$ cat src/rtl/uart_rx_fifo.sv
// Receive FIFO sitting between a UART receiver and its consumer, with a sticky overflow flag.
// Define UART_RX_FIFO_FWFT_EN for first-word fall-through reads; the default is a registered read port.
module uart_rx_fifo #(
  parameter int DBIT       = 8,
  parameter int ADDR_WIDTH = 4
) (
  input  logic                  clk,
  input  logic                  reset,
  input  logic                  rx_done_tick,
  input  logic [DBIT-1:0]       rx_dout,
  input  logic                  rd,
  input  logic                  clr_overflow,
  output logic [DBIT-1:0]       r_data,
  output logic                  empty,
  output logic                  full,
  output logic [ADDR_WIDTH:0]   count,
  output logic                  overflow
);

  localparam int                DEPTH   = 2 ** ADDR_WIDTH;
  localparam logic [ADDR_WIDTH:0] DEPTH_C = (ADDR_WIDTH + 1)'(DEPTH);

  logic [DBIT-1:0]       mem [DEPTH];
  logic [ADDR_WIDTH-1:0] wr_ptr;
  logic [ADDR_WIDTH-1:0] rd_ptr;
  logic                  wr_acc;
  logic                  rd_acc;
  logic                  drop;
  logic [ADDR_WIDTH:0]   count_nxt;

  function automatic logic [ADDR_WIDTH:0] next_count(input logic [ADDR_WIDTH:0] cur,
                                                     input logic wr_ok, input logic rd_ok);
    logic [ADDR_WIDTH:0] res;
    res = cur;
    if (wr_ok && !rd_ok)
      res = cur + 1'b1;
    else if (rd_ok && !wr_ok)
      res = cur - 1'b1;
    return res;
  endfunction

  // A write into a full FIFO is still accepted when a pop frees the slot in the same edge.
  assign rd_acc    = rd & ~empty;
  assign wr_acc    = rx_done_tick & (~full | rd);
  assign drop      = rx_done_tick & full & ~rd;
  assign count_nxt = next_count(count, wr_acc, rd_acc);

  always_ff @(posedge clk) begin
    if (wr_acc && !reset)
      mem[wr_ptr] <= rx_dout;
  end

  // Flags are derived from the next count so they are registered yet always agree with count.
  always_ff @(posedge clk) begin
    if (reset) begin
      wr_ptr   <= '0;
      rd_ptr   <= '0;
      count    <= '0;
      empty    <= 1'b1;
      full     <= 1'b0;
      overflow <= 1'b0;
    end else begin
      if (wr_acc)
        wr_ptr <= wr_ptr + 1'b1;
      if (rd_acc)
        rd_ptr <= rd_ptr + 1'b1;
      count <= count_nxt;
      empty <= (count_nxt == '0);
      full  <= (count_nxt == DEPTH_C);
      if (drop)
        overflow <= 1'b1;
      else if (clr_overflow)
        overflow <= 1'b0;
    end
  end

`ifdef UART_RX_FIFO_FWFT_EN
  // Masked while empty so stale words left behind by a reset never appear on r_data.
  assign r_data = empty ? '0 : mem[rd_ptr];
`else
  always_ff @(posedge clk) begin
    if (reset)
      r_data <= '0;
    else if (rd_acc)
      r_data <= mem[rd_ptr];
  end
`endif

endmodule

$ cat config.mk
export PLATFORM = sky130hd
export DESIGN_NAME = uart_rx_fifo
export DESIGN_NICKNAME = d
export VERILOG_FILES = /design/src/rtl/uart_rx_fifo.sv
export SDC_FILE = /design/constraint.sdc
export NUM_CORES = 1
export LEC_CHECK = 0
export ABC_AREA = 1
export CORE_MARGIN = 4
export CORE_UTILIZATION = 57
export CTS_BUF_LIST = sky130_fd_sc_hd__clkbuf_4
export CTS_CLUSTER_DIAMETER = 40
export DETAILED_ROUTE_END_ITERATION = 8
export PLACE_DENSITY = 0.76
export SETUP_SLACK_MARGIN = 0.1
export SLEW_MARGIN = 20
export SYNTH_ARGS = -nofsm -noshare
export SYNTH_HDL_FRONTEND = slang
export SYNTH_SLANG_ARGS = --single-unit
$ cat constraint.sdc
create_clock -name clk -period 2.5 [get_ports clk]
set_clock_uncertainty 0.2 [all_clocks]
set_input_delay 0.5 -clock clk [delete_from_list [all_inputs] [get_ports clk]]
set_output_delay 0.5 -clock clk [all_outputs]
set_load 0.02 [all_outputs]
==> results of run 1 <==
==> Yosys cell counts, drive strengths merged <==
master	count
nor4	2
o21ai	13
edfxtp	128
inv	34
nor3	16
clkbuf	3
nor2	34
ha	7
a21oi	21
clkinv	1
xnor2	1
nand3	112
dfxtp	24
nand2	190
and3	1
buf	28
==> layer usage <==
layer	vias to the layer above	global-route usage	part of all wire
li1	2215	-	-
met1	2184	0.331	0.40
met2	243	0.383	0.48
met3	26	0.0460	0.094
met4	0	0.0998	0.022
met5	-	0	0
==> layout by cell type (no fill, tap or decap), drive strengths merged <==
cell	instances
o21ai	13
buf	37
nor2	34
bufinv	4
a21oi	21
edfxtp	128
xnor2	1
clkdlybuf4s50	24
ha	7
dlymetal6s2s	2
dfxtp	24
and3	1
clkinv	7
nor4	2
nor3	16
clkbuf	22
nand2	190
nand3	112
inv	34
dlygate4sd2	2
==> cell type report <==
| cell class | count | area, µm² | share of cell area |
|---|---|---|---|
| clock buffers | 22 | 165 | 0.0226 |
| clock inverters | 10 | 153 | 0.0209 |
| inverters | 35 | 131 | 0.0180 |
| multi-input cells | 397 | 1800 | 0.246 |
| flip-flops and latches | 152 | 4330 | 0.592 |
| well taps | 140 | 175 | 0.0240 |
| repair buffers | 65 | 561 | 0.0767 |
==> power groups by stage <==
stage | sequential [mW] | combinational, mW | clock, mW
floorplan | 2.91 | 0.380 | 0
global placement | 2.88 | 0.622 | 0
detailed placement | 2.88 | 0.631 | 0
CTS | 2.83 | 0.632 | 1.68
global route | 2.83 | 0.701 | 1.80
finish | 2.83 | 0.632 | 1.65
==> registers in the layout (all words and copies together) (netlist names) <==
name and cells:
wr_ptr 4, mem 128, count 5, r_data 8, overflow 1, full 1, rd_ptr 4, empty 1
==> how the worst max path moves through the flow <==
stage | end | slack (ps) | cells past startpoint | start
floorplan | mem[7][0] | 260 | 4 | rd
global placement | mem[13][2] | 80 | 8 | rd
detailed placement | mem[0][4] | 30 | 8 | rd
CTS | count[2] | 140 | 1 | count[2]
global route | full | 120 | 1 | full
finish | full | 210 | 1 | full
==> stage by stage <==
stage,utilization,power (mW),area [µm²]
5_1_grt,0.668,5.34,7310
6_report,0.668,5.11,7310
4_1_cts,0.668,5.14,7300
3_3_place_gp,0.639,3.50,6990
2_1_floorplan,-,3.29,6430
3_5_place_dp,0.639,3.52,6990
==> kinds of logic (layout without fill, tap and decap cells) <==
logic type / count (synthesis) / count (layout)
xor+xnor: 1 / 1
flops: 152 / 152
buf+inv: 66 / 132
fa+ha+maj: 7 / 7
simple gates: 355 / 355
compound gates: 34 / 34
==> repair_timing <==
item,CTS,global route
gates cloned,0,0
resized for setup,3,2
pin swaps,0,0
endpoints found under the hold margin,0,0
setup endpoints to repair,3,2
==> impl_metrics.py, run 1 <==
metrics = {
    "run_status": {
        "status": "finished clean",
    },
    "layout": {
        "n_fill_cell": 832,
        "n_antenna_cell": 0,
        "syn_to_final_growth_pct": 13.6,
        "nets": 688,
        "layoutNonFillerInstCount": 821,
        "layout-drive-gt1-share": 0.116,
    },
    "pwr": {
        "p_int_mw": 3.85,
        "swShare": 0.247,
        "seq_power_share": 0.553,
        "p_sw_mw": 1.26,
        "combPwrFrac": 0.124,
        "irDropWorstVdd_uv": 420,
        "clkPwrFrac": 0.323,
        "leakagePower_nw": 2.83,
        "power.density_nw_per_um2": 699,
    },
    "floorplan": {
        "start_util": 0.588,
        "die-height_um": 114,
        "placementRows": 38,
        "chipWidth_um": 114,
        "die_area_um2": 13100,
        "core_um2": 10900,
        "io_pins": 29,
    },
    "clock_tree": {
        "hold_buffers": 0,
        "ctsHtreeMaxLevel": 4,
        "path_clk_slew_ps": 110,
        "cts_sinks": 152,
        "clk_latency_ps": 530,
        "cts-root-buf": "clkbuf_4",
        "cts_setup_buffers": 0,
        "cts_buffers": 17,
        "cts_tree": "done",
        "cts_buffer_depth": 2,
    },
    "hold_path": {
        "min_to": "overflow",
        "holdPathStages": 2,
        "hold_start": "overflow",
        "min_path_type": "reg -> reg",
    },
    "placement": {
        "place_inst": 789,
        "io_buffers": 28,
        "dpl.hpwl_um": 9700,
        "place_ws_ps": 30.5,
        "routabilityCongestion": 0.854,
    },
    "detailed_routing": {
        "first_pass_iters": 5,
        "drtIter0Drc": 480,
        "post_drt_via_cell_ratio": 5.69,
        "antenna_left": 0,
        "drt_wl_total_um": 14800,
        "drt-wirelength-per-cell_um": 18.0,
        "vias": 4668,
        "drc": 0,
    },
    "synthesis": {
        "netlist_area_um2": 6430,
        "synth_cells": 615,
        "synth_compound_area_frac": 0.0270,
        "muxShareOfSynthArea": 0,
        "syn_avg_cell_area_um2": 10.5,
        "ys_seq_area_frac": 0.672,
        "yosysTopAreaCell": "edfxtp_1",
        "synth_top_family_by_area": "simple AND/OR/NAND/NOR gates",
        "ys_types": 26,
        "synth_area_leaders": "edfxtp_1 60%, nand2_1 11%, nand3_1 8.6%, dfxtp_1 7.5%, nor2_1 2.0%",
        "synth_nets": 635,
        "yosys.area.top_type_share": 0.597,
        "synth-seq-cells": 152,
        "synth_xor_area_frac": 0.00136,
        "ys.warnings.count": 0,
        "synthAdderAreaFrac": 0.0136,
        "yosys.area_share.simple": 0.237,
    },
    "grt": {
        "grt_max_degree": 67,
        "grt_pass1_wl_um": 23500,
        "grtUsageTotal": 0.241,
        "grt_overflow": 0,
        "antenna_found_initial": 0,
        "grt_pass1_vias": 4421,
    },
    "sta": {
        "whs_ps": 285,
        "finalWorstPathRequiredPeriod_ps": 2290,
        "finalHoldViolCount": 0,
        "tightest_slew_ps": 664,
        "maxSlewHeadroom": 0.557,
        "rsz0062_at_grt": "no",
        "setup_viol": 0,
        "timing.final.ws_setup_ps": 207,
        "max_freq_mhz": 436,
        "final.setup.tns_ps": 0,
        "finalCritPeriodShare": 0.917,
        "drv_slew": 0,
    },
    "run": {
        "cap_violations": 0,
    },
    "worst_setup_path": {
        "critPathMaxStageDelay_ps": 650,
        "crit_family": "buffers and inverters",
        "reg2reg_from": "rd_ptr[0]",
        "crit_buf_inv": 1,
        "crit_arrival_ps": 1590,
        "worstPathMaxFanout": 4,
        "slowest_stage": "clkdlybuf4s50_1",
        "r2r-end": "r_data[2]",
        "reg2reg_slack_ps": 550,
        "crit_chain": "clkdlybuf4s50_1",
        "worstRegToRegCells": 9,
        "cp-end-kind": "output port",
        "crit_path_start_kind": "flop",
        "critPathKind": "reg -> out",
        "cp.required_ps": 1800,
    },
}
(Power assumes the default switching activity.)
==> inputs of run 2 (changes only) <==
Settings changed: SETUP_SLACK_MARGIN 0.1 to 0.02.
==> impl_metrics.py, run 2 (synthesized netlist as in run 1, its figures left out) <==
metrics = {
    "run_status": {
        "status": "finished clean",
    },
    "layout": {
        "top_register": "mem",
        "layout_common_cells": "188 x nand2_1, 128 x edfxtp_1, 110 x nand3_1, 37 x buf_4, 34 x nor2_1",
        "post-route-cell-area_um2": 7310,
        "nets": 688,
        "top_regs": "mem: 128 flops, r_data: 8 flops, count: 5 flops",
        "n_antenna_cell": 0,
        "final_common_cell": "nand2_1",
        "largest_register_ffs": 128,
        "layout-drive-gt1-share": 0.116,
        "syn_to_final_growth_pct": 13.6,
    },
    "placement": {
        "routabilityCongestion": 0.854,
        "dpl.hpwl_um": 9700,
        "postPlaceCellArea_um2": 6990,
        "io_buffers": 28,
    },
    "hold_path": {
        "hold_start": "overflow",
        "holdPathStages": 2,
        "min_path_type": "reg -> reg",
        "min_to": "overflow",
    },
    "sta": {
        "final.setup.tns_ps": 0,
        "finalWorstPathRequiredPeriod_ps": 2360,
        "tightest_slew_ps": 672,
        "finalCritPeriodShare": 0.942,
        "maxSlewHeadroom": 0.552,
        "whs_ps": 283,
        "finalHoldViolCount": 0,
        "rsz0062_at_grt": "no",
        "max_freq_mhz": 425,
        "setup_viol": 0,
        "drv_slew": 0,
    },
    "worst_setup_path": {
        "critPathKind": "reg -> out",
        "crit_chain": "clkdlybuf4s50_1",
        "crit_path_start_kind": "flop",
        "crit_buf_inv": 1,
        "r2r-end": "r_data[2]",
        "crit_arrival_ps": 1660,
        "cp.required_ps": 1800,
        "critPathMaxStageDelay_ps": 660,
        "crit_family": "buffers and inverters",
        "cp-end-kind": "output port",
        "worstPathMaxFanout": 6,
        "reg2reg_slack_ps": 550,
        "worstRegToRegCells": 9,
        "reg2reg_from": "rd_ptr[0]",
        "slowest_stage": "clkdlybuf4s50_1",
    },
    "floorplan": {
        "chipWidth_um": 114,
        "placementRows": 38,
        "die-height_um": 114,
        "io_pins": 29,
        "core_um2": 10900,
        "die_area_um2": 13100,
        "start_util": 0.588,
    },
    "pwr": {
        "leakagePower_nw": 2.79,
        "power.density_nw_per_um2": 699,
        "total_power_mw": 5.11,
        "irDropWorstVdd_uv": 421,
    },
    "detailed_routing": {
        "drtIter0Drc": 478,
        "highest_layer": "met4",
        "wirelength_met1_um": 6010,
        "drc": 0,
        "drt-wirelength-per-cell_um": 18.0,
        "first_pass_iters": 5,
        "antenna_left": 0,
        "post_drt_via_cell_ratio": 5.68,
        "vias": 4666,
        "drt_wl_total_um": 14800,
        "wl_met2_um": 7090,
        "met3WireLength_um": 1370,
    },
    "grt": {
        "grt_max_degree": 67,
        "grt_overflow": 0,
        "grt_pass1_vias": 4421,
        "grtUsageTotal": 0.241,
        "antenna_found_initial": 0,
        "grt_pass1_wl_um": 23500,
    },
    "clock_tree": {
        "cts_setup_buffers": 0,
        "hold_buffers": 0,
        "cts-root-buf": "clkbuf_4",
        "cts_tree": "done",
        "cts_sinks": 152,
        "clk_latency_ps": 530,
        "path_clk_slew_ps": 110,
        "ctsHtreeMaxLevel": 4,
        "cts_buffers": 17,
        "cts_buffer_depth": 2,
    },
    "run": {
        "cap_violations": 0,
    },
}
## run 2: worst min-delay path, cell delays in order, from the launching register on
cell and delay (ps):
dfxtp_1 330, nand2_1 60, a21oi_1 60
## run 2: how the worst max path moves through the flow
stage | startpoint | to | cells after the start
3_5_place_dp | rd | mem[0][4] | 8
6_report | count[0] | count[0] | 1
2_1_floorplan | rd | mem[7][0] | 4
4_1_cts | count[1] | count[1] | 1
3_3_place_gp | rd | mem[13][2] | 8
5_1_grt | count[1] | count[1] | 1
## run 2: layer usage
| metal | vias to the layer above | GRT usage |
|---|---|---|
| met5 | - | 0 |
| met3 | 27 | 0.0460 |
| met1 | 2188 | 0.331 |
| met2 | 239 | 0.383 |
| li1 | 2212 | - |
| met4 | 0 | 0.0998 |
## run 2: what timing repair did
item                                    4_1_cts  5_1_grt
resized for setup                             1        0
endpoints found under the setup margin        1        0
hold endpoints to repair                      0        0
## run 2: where the power goes
group / switching, mW / internal [mW]
sequential: 0.0369 / 2.79
combinational: 0.417 / 0.217
clock: 0.808 / 0.841
total: 1.26 / 3.85
## run 2: cell type report
| class | count | area [µm²] |
|---|---|---|
| Clock buffer | 22 | 165 |
| Clock inverter | 10 | 153 |
| Fill cell | 831 | 3630 |
| Inverter | 35 | 131 |
| Multi-Input combinational cell | 397 | 1800 |
| Sequential cell | 152 | 4330 |
| Tap cell | 140 | 175 |
| Timing Repair Buffer | 65 | 558 |
## run 2: stage by stage
| step | util | worst slack [ps] | std cells |
|---|---|---|---|
| floorplan | - | 264 | 615 |
| global placement | 0.639 | 83.5 | 789 |
| detailed placement | 0.639 | 30.5 | 789 |
| CTS | 0.668 | 79.6 | 821 |
| global route | 0.668 | 29.5 | 821 |
| finish | 0.668 | 145 | 821 |
==> inputs of run 3 (changes only) <==
Settings changed: CAP_MARGIN set to 10.
==> results of run 3 <==
Same layout as run 2: the final DEF is identical, and so are final timing and power.
==> RTL change 1: new RTL, settings of run 3 <==
Change the parameter `DBIT` from 8 to 4.
--- a/src/rtl/uart_rx_fifo.sv
+++ b/src/rtl/uart_rx_fifo.sv
@@ -1,7 +1,7 @@
 // Receive FIFO sitting between a UART receiver and its consumer, with a sticky overflow flag.
 // Define UART_RX_FIFO_FWFT_EN for first-word fall-through reads; the default is a registered read port.
 module uart_rx_fifo #(
-  parameter int DBIT       = 8,
+  parameter int DBIT       = 4,
   parameter int ADDR_WIDTH = 4
 ) (
   input  logic                  clk,
Ports: changed (resized r_data and rx_dout); port bits go from 29 to 21. The function was not compared with the original's and may differ.
==> RTL change 1 against run 3 <==
  * Sequential power is 45% lower
  * Power is 46% lower
  * Count of clock-buffer cells in the layout is 13 lower
  * Critical path depth stayed put
  * Register-to-register slack better by 0.08 ns
  * Final cell count is 40% lower
  * Wire length is 49% lower
  * Hold slack better by 0.0027 ns
  * Synthesized area is 43% lower
  * Sequential cell count is 68 lower
  * Setup slack better by 0.023 ns
  * Cell area is 43% lower
  * Critical path type unchanged
  * Largest cell class unchanged
==> RTL change 1: results (changes against run 3) <==
stage,metric,value,unit,change
synth,netlist_top_cells_count,"nand2_1, edfxtp_1, nand3_1",,
power_and_ir_drop,p_leak,1.59,nW,-43%
clock_tree,clockBufferDepth,2,,unchanged
synth,synth_edf_count,64,,-50%
synth,ys_seq_area_frac,0.628,,-0.0440
clock_tree,numCtsBuffers,9,,-8
routing,via_count,2726,,-42%
routing,wire_per_inst,15.5,um,-14%
place,placedCellCount,473,,-40%
worst_setup_path,critPathMaxStageDelay,0.67,ns,
clock_tree,cts_setup_buffers,0,,unchanged
global_route,grtUsageTotal,0.211,,-0.0308
worst_setup_path,critPathTopFamily,buffers and inverters,,
global_route,grt_pass1_vias,2500,,-43%
worst_setup_path,slowest_stage,clkdlybuf4s50_1,,
clock_tree,clkTransAtPathRegs,0.14,ns,+0.03 ns
synth,async_flop_share,0,,unchanged
place,place_ws,0.0776,ns,+0.0471 ns
place,dp_hpwl,5.30,mm,-45%
global_route,grt_max_degree,34,,-49%
synth,synth.area.top_cells,"edfxtp_1, dfxtp_1, nand2_1, nand3_1, inv_1",,
clock_tree,root_buffer,clkbuf_4,,
routing,dr.pass1.iters,5,,unchanged
sta,tightest_slew,0.670,ns,-0.00148 ns
place,gp_congestion,0.751,,-12%
synth,synthFlopType,edfxtp_1,,
layout,reg.largest.list,"mem: 64 flops, count: 5 flops",,
global_route,grt_pass1_wl,12.2,mm,-48%
clock_tree,cts_max_level,3,,-1
worst_setup_path,critPathArrivalTime,1.63,ns,-0.03 ns
routing,vias_per_cell,5.57,,-1.9%
synth,syn_nets,395,,-38%
layout,drive_gt1_frac,0.0947,,-0.0213
synth,yosys_warnings,0,,unchanged
synth,netlist_instances,379,,-38%
global_route,grt_antenna_before_repair,0,,unchanged
clock_tree,clock_insertion_delay_worst_skew,0.42,ns,-0.11 ns
layout,n_fill_cell,479,,-42%
layout,layout.nets,423,,-39%
routing,drtIter0Drc,219,,-54%
place,placed_cell_area,0.00400,sq mm,-43%
min_path,min_path_type,flip-flop to flip-flop,,
power_and_ir_drop,ir_worst_vdd,0.000552,V,+31%
clock_tree,cts.repair.resized,0,,-1
synth,synth_cell_types,26,,unchanged
worst_setup_path,worstPathMaxFanout,9,,+3
layout,diodes,0,,unchanged
sta,tns,0,ns,unchanged
place,portBuffers,20,,-29%
outcome,status,"finished, final reports clean",,
==> RTL change 1: layout make-up <==
type                    instances  area (sq um)  share of cell area
clock buffers                   9          67.6              0.0163
clock inverters                 7          75.1              0.0181
inverters                      32           120              0.0290
multi-input cells             248          1170               0.282
flip-flops and latches         84          2320               0.561
well taps                      77          96.3              0.0233
repair buffers                 32           290              0.0702
==> RTL change 1: per-stage QoR <==
step | util | total power [mW]
floorplan | - | 1.88
global placement | 0.633 | 2.01
detailed placement | 0.633 | 2.03
CTS | 0.655 | 2.79
global route | 0.655 | 2.93
finish | 0.655 | 2.78
==> RTL change 1: worst paths after layout <==
check                               from                      to  slack [ns]  cells past startpoint
hold / removal     overflow$_SDFFE_PP0P_   overflow$_SDFFE_PP0P_        0.29                      2
setup reg to reg  rd_ptr[2]$_SDFFE_PP0P_  r_data[3]$_SDFFE_PP0P_        0.63                      7
hold reg to reg    overflow$_SDFFE_PP0P_   overflow$_SDFFE_PP0P_        0.29                      2
setup / recovery     count[2]$_SDFF_PP0_                count[2]        0.17                      1
==> RTL change 1: report_power, final <==
group / internal [mW] / total [mW] / switching, mW / leakage, nW
clock network: 0.310 / 0.779 / 0.469 / 0.0706
logic: 0.151 / 0.430 / 0.279 / 0.775
registers: 1.53 / 1.57 / 0.0328 / 0.740
total: 1.99 / 2.78 / 0.781 / 1.59
==> RTL change 1: logic make-up after synthesis <==
group	count (synthesis)	share of synthesized area
compound gates	26	0.0352
simple gates	212	0.249
buf+inv	47	0.0565
fa+ha+maj	7	0.0237
flops	84	0.628
xor+xnor	3	0.00711
==> RTL change 1: per-layer routing <==
layer / track usage / wire, um
met4: 0.0728 / 172
met1: 0.298 / 3340
met5: 0 / 0
met3: 0.0512 / 552
met2: 0.320 / 3500
==> RTL change 2: new RTL, flow settings as in run 3 <==
Without the edit above. Make the reset (`reset`) asynchronous in 2 clocked blocks.
--- a/src/rtl/uart_rx_fifo.sv
+++ b/src/rtl/uart_rx_fifo.sv
@@ -51,7 +51,7 @@
   end
 
   // Flags are derived from the next count so they are registered yet always agree with count.
-  always_ff @(posedge clk) begin
+  always_ff @(posedge clk or posedge reset) begin
     if (reset) begin
       wr_ptr   <= '0;
       rd_ptr   <= '0;
@@ -78,7 +78,7 @@
   // Masked while empty so stale words left behind by a reset never appear on r_data.
   assign r_data = empty ? '0 : mem[rd_ptr];
 `else
-  always_ff @(posedge clk) begin
+  always_ff @(posedge clk or posedge reset) begin
     if (reset)
       r_data <= '0;
     else if (rd_acc)
Function: differs if reset is asserted again (counterexample within 4 cycles, from zero or initial values and one cycle with reset high); with reset held inactive, the same outputs for 4 cycles.
==> RTL change 2 against run 3 <==
  * Sequential share of layout area rose by 1.5 points
  * Die area rose by 1.1%
  * Sequential cell count did not move
  * Fmax rose by 0.24%
  * Cell area rose by 0.29%
  * Global-route usage fell by 1.0 points
  * Largest cell class unchanged
  * Critical path depth did not move
  * Utilization fell by 0.38 points
  * Setup slack improved by 0.0057 ns
  * First-iteration DRC count rose by 13%
  * Wire length fell by 3.1%
  * Synthesized area rose by 1.2%
Power is not compared: it rests on default switching activity, and its combinational part moved more than twofold at a synthesized area within 25%.
==> RTL change 2: results (changes against run 3) <==
stage,metric,value,unit,change
outcome,status,"finished, final reports clean",,
layout,drive_gt1_frac,0.131,,+0.0150
worst_setup_path,rr_worst_depth,7,,-2
synth,synth_fa_ha_area_frac,0.0134,,-0.000165
clock_tree,numCtsBuffers,17,,unchanged
sta,tightest_slew,0.600,ns,-0.0718 ns
place,place_ws,-0.0417,ns,-0.0722 ns
layout,layout.cells.non_filler,789,,-3.9%
place,placed_cell_area,0.00705,sq mm,+0.90%
global_route,grt_pass1_vias,4325,,-2.2%
place,placedCellCount,757,,-4.1%
synth,synth.area.top_cells,"edfxtp_1, dfrtp_1, nand2_1, nor3_1, inv_1",,
global_route,grt_pass1_wl,22.5,mm,-4.1%
routing,drtIter0Drc,541,,+13%
worst_setup_path,critPathMaxStageDelay,0.65,ns,
sta,slew_viol_final,0,,unchanged
clock_tree,root_buffer,clkbuf_4,,
synth,netlist_top_cells_count,"edfxtp_1, nand2_1, nor3_1",,
place,portBuffers,28,,unchanged
layout,diodes,0,,unchanged
clock_tree,clockBufferDepth,2,,unchanged
min_path,min_path_type,input port to async pin,,
layout,layout.nets,656,,-4.7%
synth,ys_seq_area_frac,0.683,,+0.0105
worst_setup_path,critPathArrivalTime,1.65,ns,
layout,reg.largest.list,"mem: 128 flops, r_data: 8 flops, count: 5 flops",,
clock_tree,clkTransAtPathRegs,0.12,ns,
power_and_ir_drop,ir_worst_vdd,0.000641,V,
layout,n_fill_cell,833,,+0.24%
place,gp_congestion,0.908,,+6.4%
synth,synth_edf_count,128,,unchanged
clock_tree,cts_max_level,4,,unchanged
clock_tree,clock_insertion_delay_worst_skew,0.53,ns,about the same
synth,async_flop_share,0.158,,+0.158
synth,synthMuxAreaShare,0,,unchanged
synth,synth-xor-area-share,0.0121,,+0.0107
routing,dr.pass1.iters,5,,unchanged
worst_setup_path,worstPathMaxFanout,6,,unchanged
global_route,grtUsageTotal,0.231,,-0.0100
synth,syn_avg_cell_area,11.2,sq um,+7.1%
routing,drt-total-wl,14.3,mm,-3.1%
global_route,grt_antenna_before_repair,0,,unchanged
synth,synth_compound_area_frac,0.0532,,+0.0262
global_route,grt_max_degree,57,,-15%
synth,synth_cell_types,27,,+3.8%
synth,yosys_warnings,0,,unchanged
place,dp_hpwl,9.73,mm,+0.36%
worst_setup_path,critPathTopFamily,buffers and inverters,,
worst_setup_path,slowest_stage,clkdlybuf4s50_1,,
power_and_ir_drop,p_leak,2.90,nW,
synth,syn_nets,601,,-5.4%
routing,vias_per_cell,5.58,,-1.8%
RTL change 2: final timing paths:
check	start	end	slack, ns
worst max-delay path	count[3]$_DFF_PP0_	count[3]	0.15
worst min-delay path	reset	r_data[1]$_DFFE_PP0P_	0.18
worst max register to register	rd_ptr[1]$_DFFE_PP0P_	r_data[0]$_DFFE_PP0P_	0.40
worst min register to register	r_data[0]$_DFFE_PP0P_	r_data[0]$_DFFE_PP0P_	0.31
max in group asynchronous	reset	count[2]$_DFF_PP0_	1.36
min in group clk	r_data[0]$_DFFE_PP0P_	r_data[0]$_DFFE_PP0P_	0.31
RTL change 2: where the power goes:
group | switching, mW | internal, mW
logic | 1.85 | 0.933
clock network | 0.817 | 0.606
registers | 0.272 | 3.04
RTL change 2: timing repair:
| action | in CTS | in global routing |
|---|---|---|
| gates resized for setup | 0 | 2 |
| buffers inserted | 0 | 0 |
| hold buffers | 0 | 0 |
| endpoints found under the setup margin | 0 | 2 |
RTL change 2: cell type report:
cell class	count	area, sq um	area share
clock buffers	19	143	0.0195
flip-flops and latches	152	4450	0.607
multi-input cells	340	1650	0.225
inverters	61	229	0.0312
well taps	140	175	0.0239
clock inverters	13	131	0.0179
repair buffers	64	553	0.0755
RTL change 2: kinds of logic after synthesis:
logic type / after synthesis
and+or+nand+nor: 263
DFF: 152
buffers and inverters: 89
AOI/OAI and AO/OA: 61
xor gates and xnor gates: 9
adders and majority gates: 7
RTL change 2: per-layer routing:
layer,GRT usage,routed length [um]
met5,0,0
met4,0.0892,413
met2,0.368,6830
met3,0.0632,1270
met1,0.306,5820
